## src/rtl/wb_regfile.sv

```systemverilog
// Writeback stage with load extension, result select, a 31-entry register file
// with write-through bypass to the decode read ports, and cycle/retire counters.
module wb_regfile (
    input  logic        clk,
    input  logic        reset,
    input  logic [31:0] ALUResultW,
    input  logic [31:0] ReadDataW,
    input  logic [31:0] PCPlus4W,
    input  logic [31:0] lAuiPCW,
    input  logic [31:0] InstrW,
    input  logic        RegWriteW,
    input  logic [1:0]  ResultSrcW,
    input  logic [4:0]  A1D,
    input  logic [4:0]  A2D,
    output logic [31:0] ResultW,
    output logic [31:0] RD1D,
    output logic [31:0] RD2D,
    output logic [63:0] CycleCnt,
    output logic [63:0] InstRetCnt
);

    logic [4:0]  rd_w;
    logic [2:0]  funct3_w;
    logic [1:0]  offset_w;
    logic        write_en;

    logic [7:0]  byte_sel;
    logic [15:0] half_sel;
    logic [31:0] load_ext;

    logic [31:0] regs_q [1:31];
    logic [31:0] regs_d [1:31];

    logic [63:0] cycle_cnt_q, cycle_cnt_d;
    logic [63:0] instret_cnt_q, instret_cnt_d;

    assign rd_w     = InstrW[11:7];
    assign funct3_w = InstrW[14:12];
    assign offset_w = ALUResultW[1:0];
    assign write_en = RegWriteW && (rd_w != 5'd0);

    always_comb begin
        byte_sel = ReadDataW[7:0];
        case (offset_w)
            2'd0: byte_sel = ReadDataW[7:0];
            2'd1: byte_sel = ReadDataW[15:8];
            2'd2: byte_sel = ReadDataW[23:16];
            2'd3: byte_sel = ReadDataW[31:24];
            default: byte_sel = ReadDataW[7:0];
        endcase
        // Halves are naturally aligned, so offset bit 0 plays no part.
        half_sel = offset_w[1] ? ReadDataW[31:16] : ReadDataW[15:0];
        load_ext = ReadDataW;
        case (funct3_w)
            3'b000:  load_ext = {{24{byte_sel[7]}}, byte_sel};
            3'b001:  load_ext = {{16{half_sel[15]}}, half_sel};
            3'b100:  load_ext = {24'd0, byte_sel};
            3'b101:  load_ext = {16'd0, half_sel};
            default: load_ext = ReadDataW;
        endcase
    end

    always_comb begin
        ResultW = ALUResultW;
        case (ResultSrcW)
            2'b00:   ResultW = ALUResultW;
            2'b01:   ResultW = load_ext;
            2'b10:   ResultW = PCPlus4W;
            2'b11:   ResultW = lAuiPCW;
            default: ResultW = ALUResultW;
        endcase
    end

    function automatic logic [31:0] read_port(input logic [4:0] addr);
        logic [31:0] value;
        if (addr == 5'd0)
            value = 32'd0;
        else if (RegWriteW && (rd_w == addr))
            value = ResultW;
        else
            value = regs_q[addr];
        return value;
    endfunction

    assign RD1D = read_port(A1D);
    assign RD2D = read_port(A2D);

    always_comb begin
        regs_d = regs_q;
        for (int i = 1; i < 32; i++) begin
            if (write_en && (rd_w == 5'(i)))
                regs_d[i] = ResultW;
        end
        cycle_cnt_d   = cycle_cnt_q + 64'd1;
        instret_cnt_d = instret_cnt_q;
        if (InstrW != 32'd0)
            instret_cnt_d = instret_cnt_q + 64'd1;
    end

    // Reset wins over any same-edge register write or counter increment.
    always_ff @(posedge clk) begin
        if (reset) begin
            for (int i = 1; i < 32; i++)
                regs_q[i] <= 32'd0;
            cycle_cnt_q   <= 64'd0;
            instret_cnt_q <= 64'd0;
        end else begin
            regs_q        <= regs_d;
            cycle_cnt_q   <= cycle_cnt_d;
            instret_cnt_q <= instret_cnt_d;
        end
    end

    assign CycleCnt   = cycle_cnt_q;
    assign InstRetCnt = instret_cnt_q;

endmodule

```

## config.mk

```make
export PLATFORM = sky130hd
export DESIGN_NAME = wb_regfile
export DESIGN_NICKNAME = d
export VERILOG_FILES = /design/src/rtl/wb_regfile.sv
export SDC_FILE = /design/constraint.sdc
export NUM_CORES = 2
export LEC_CHECK = 0
export BUFFER_PORTS_ARGS = -buffer_cell sky130_fd_sc_hd__clkbuf_2
export CELL_PAD_IN_SITES_DETAIL_PLACEMENT = 1
export CELL_PAD_IN_SITES_GLOBAL_PLACEMENT = 2
export CORE_MARGIN = 2
export CORE_UTILIZATION = 42
export CTS_CLUSTER_SIZE = 25
export DETAILED_ROUTE_END_ITERATION = 10
export PLACE_DENSITY_LB_ADDON = 0.1
export SLEW_MARGIN = 20
export SYNTH_ARGS = -nofsm -noshare
export SYNTH_HDL_FRONTEND = slang
export SYNTH_SLANG_ARGS = --single-unit
```

## constraint.sdc

```tcl
create_clock -name clk -period 3.25 [get_ports clk]
set_input_delay 0 -clock clk [delete_from_list [all_inputs] [get_ports clk]]
set_output_delay 0 -clock clk [all_outputs]
set_load 0.05 [all_outputs]
```

==> flow_metrics.tcl <==
set metrics [dict create \
    status "finished, final reports clean" \
    wire_per_inst_um 30.51 \
    diodes 0 \
    fillerInstances 15510 \
    fin_util 0.5022 \
    h-tree-depth 4 \
    hp-class "input port to flop" \
    root_buffer "clkbuf_16" \
    grt_pass1_wl_mm 376.5 \
    grt_setup_unrepaired "no" \
    ys.flop_type "dfxtp_1" \
    p_total_mw 34.32 \
    cp_max_fo 3 \
    drive_gt1_frac 0.2398 \
    start_kind "flop" \
    synth_common_cells "dfxtp_1, nor2_1, a211oi_1" \
    dpl_worst_slack_ns -0.09913 \
    slew_violations 0 \
    arrival_ns 3.22 \
    synth-edff-count 0 \
    cts.sinks 1120 \
    placed_cells 8158 \
    nets 6627 \
    vias 54560 \
    powerDensity_mw_per_mm2 490.4 \
    numCtsBuffers 134 \
    skew_ns 0.01039 \
    r2r_start "InstRetCnt[0]" \
    core_mm2 0.1394 \
    vdd_drop_max_v 0.0004279 \
    synthArstFlopShare 0 \
    ys_seq_area_frac 0.3807 \
    power.leakage_nw 23.64 \
    syn_avg_cell_area_um2 9.424 \
    cp-end-kind "output pin" \
    maxCapViolations 0 \
    syn_nets 6426 \
    max_freq_ghz 0.3105 \
    yosys_warnings 0 \
    start_util 0.4226 \
    die_width_um 378.5 \
    synthDominantCellAreaShare 0.3807 \
    path_class "flop to output pin" \
    num_io_pins 399 \
    stdcell_count 8432 \
    clk_latency_ns 0.77 \
    hpwl_mm 168.4 \
    min_period_ns 3.220 \
    worstHoldStart "InstrW[25]" \
    synth_most_common_cell "dfxtp_1" \
    crit_start "regs_q[778]" \
    dieArea_mm2 0.1432 \
    tns_ns 0 \
    first_pass_iters 5 \
    dr.first_iter.drc_count 5124 \
    drt_drc_violations_left 0 \
    setup_violations 0 \
    yosysTopAreaCell "dfxtp_1" \
    antenna_found_initial 15 \
    fin_ws_ns 0.02980 \
    rows 137 \
    relSlewSlack 0.2847 \
    tritoncts "built" \
    hold_viol_final 0 \
    min_period_over_period 0.9908 \
    netlist_instances 6249 \
    syn_area_mm2 0.05889 \
    die_h_um 378.5 \
    portBuffers 398 \
    clk_path_buf_depth 3 \
    gp_congestion 0.9298 \
    syn2layout_area_growth_pct 18.84 \
    wl_mm 257.3 \
    grt_util_all_layers 0.3536 \
    globalRoute.totalOverflow 0 \
    worst_pin_slew_ns 1.062 \
    ys_types 71 \
    synth-seq-cells 1120 \
    synth_area_leaders "dfxtp_1, mux4_2, a211oi_1" \
    grt_pass1_vias 55170 \
    cts.clk_slew.worst_paths_ns 0.06 \
    drtAntennaViolNets 0 \
    avgViaCountPerCell 6.471 \
    cp.required_ns 3.25 \
    grt_max_degree 146 \
]
==> cells by family after synthesis <==
group | count (synthesis) | share of synthesized area
AOI/OAI and AO/OA | 1594 | 0.1986
xor gates and xnor gates | 36 | 0.005354
adders and majority gates | 2 | 0.0004249
buffers and inverters | 774 | 0.05346
DFF | 1120 | 0.3807
muxes | 711 | 0.2056
and+or+nand+nor | 2012 | 0.1558
==> layout make-up <==
type / instances / area (um^2) / area share
sequential: 1120 / 22420 / 0.3204
tap: 1876 / 2347 / 0.03354
clock buffer: 202 / 3926 / 0.05610
inverter: 66 / 249.0 / 0.003558
multi-input combinational: 4355 / 33870 / 0.4840
timing repair buffer: 773 / 6626 / 0.09469
clock inverter: 40 / 539.3 / 0.007706
==> state kept, by name, summed over array words and instances, names as in the netlist <==
register	cells
CycleCnt	64
InstRetCnt	64
regs_q	992
==> metrics by stage <==
step | cell area, um^2 | hold slack (ns)
after floorplan | 58890 | 0.2939
after global placement | 65160 | 0.4436
after detailed placement | 65160 | 0.4563
after CTS | 69960 | 0.002015
after global routing | 69980 | 0.03056
final | 69980 | 0.02243
==> power by group <==
| part | switching (mW) | total [mW] | leakage, nW | internal (mW) |
|---|---|---|---|---|
| logic | 3.20 | 4.70 | 12.4 | 1.50 |
| registers | 0.119 | 14.0 | 9.04 | 13.9 |
| clock network | 6.38 | 15.6 | 2.20 | 9.24 |
==> critical path, stage by stage, from the launching register on <==
cell	delay (ns)
dfxtp_1	0.33
mux4_2	0.48
inv_1	0.07
a21oi_1	0.06
o21ai_0	0.83
o221ai_1	0.26
buf_4	0.25
buf_12	0.16
==> final timing paths <==
path	endpoint	slack [ns]	depth (start not counted)
max	RD2D[10]	0.03	7
min	InstRetCnt[1]	0.02	7
max reg2reg	InstRetCnt[60]	0.43	6
min reg2reg	CycleCnt[0]	0.46	1
==> cells in the final DEF (no fill, tap or decap), types with 34 or more instances in the layout <==
cell type and count:
mux2i_1 187, or3_1 92, inv_1 62, nand3b_1 42, a22oi_1 36, mux2_2 139
mux4_2 385, clkbuf_2 341, buf_12 124, clkbuf_16 140, dfxtp_1 1120, nor2_1 997
nand2_1 356, a21oi_1 218, a211oi_1 807, buf_4 269, or4_1 34, nand4_1 63
a221o_1 56, o31ai_1 114, nor2b_1 97, clkbuf_1 43, a221oi_1 91, nand3_1 97
nor3_1 56, o21ai_0 74
==> routing by layer <==
layer	vias up	wire length, um	GRT usage
met5	-	121	0
met4	18	13060	0.1655
met3	638	20580	0.07185
met2	2221	116100	0.5556
met1	27780	107400	0.4661
li1	23910	-	-
==> repair_timing <==
| action | 4_1_cts | 5_1_grt |
|---|---|---|
| hold buffers | 32 | 0 |
| hold endpoints to repair | 406 | 0 |
| gates resized for setup | 5 | 5 |
| buffers inserted | 0 | 0 |
| endpoints found under the setup margin | 3 | 5 |
Note: power is estimated with default switching activity, not from simulation.
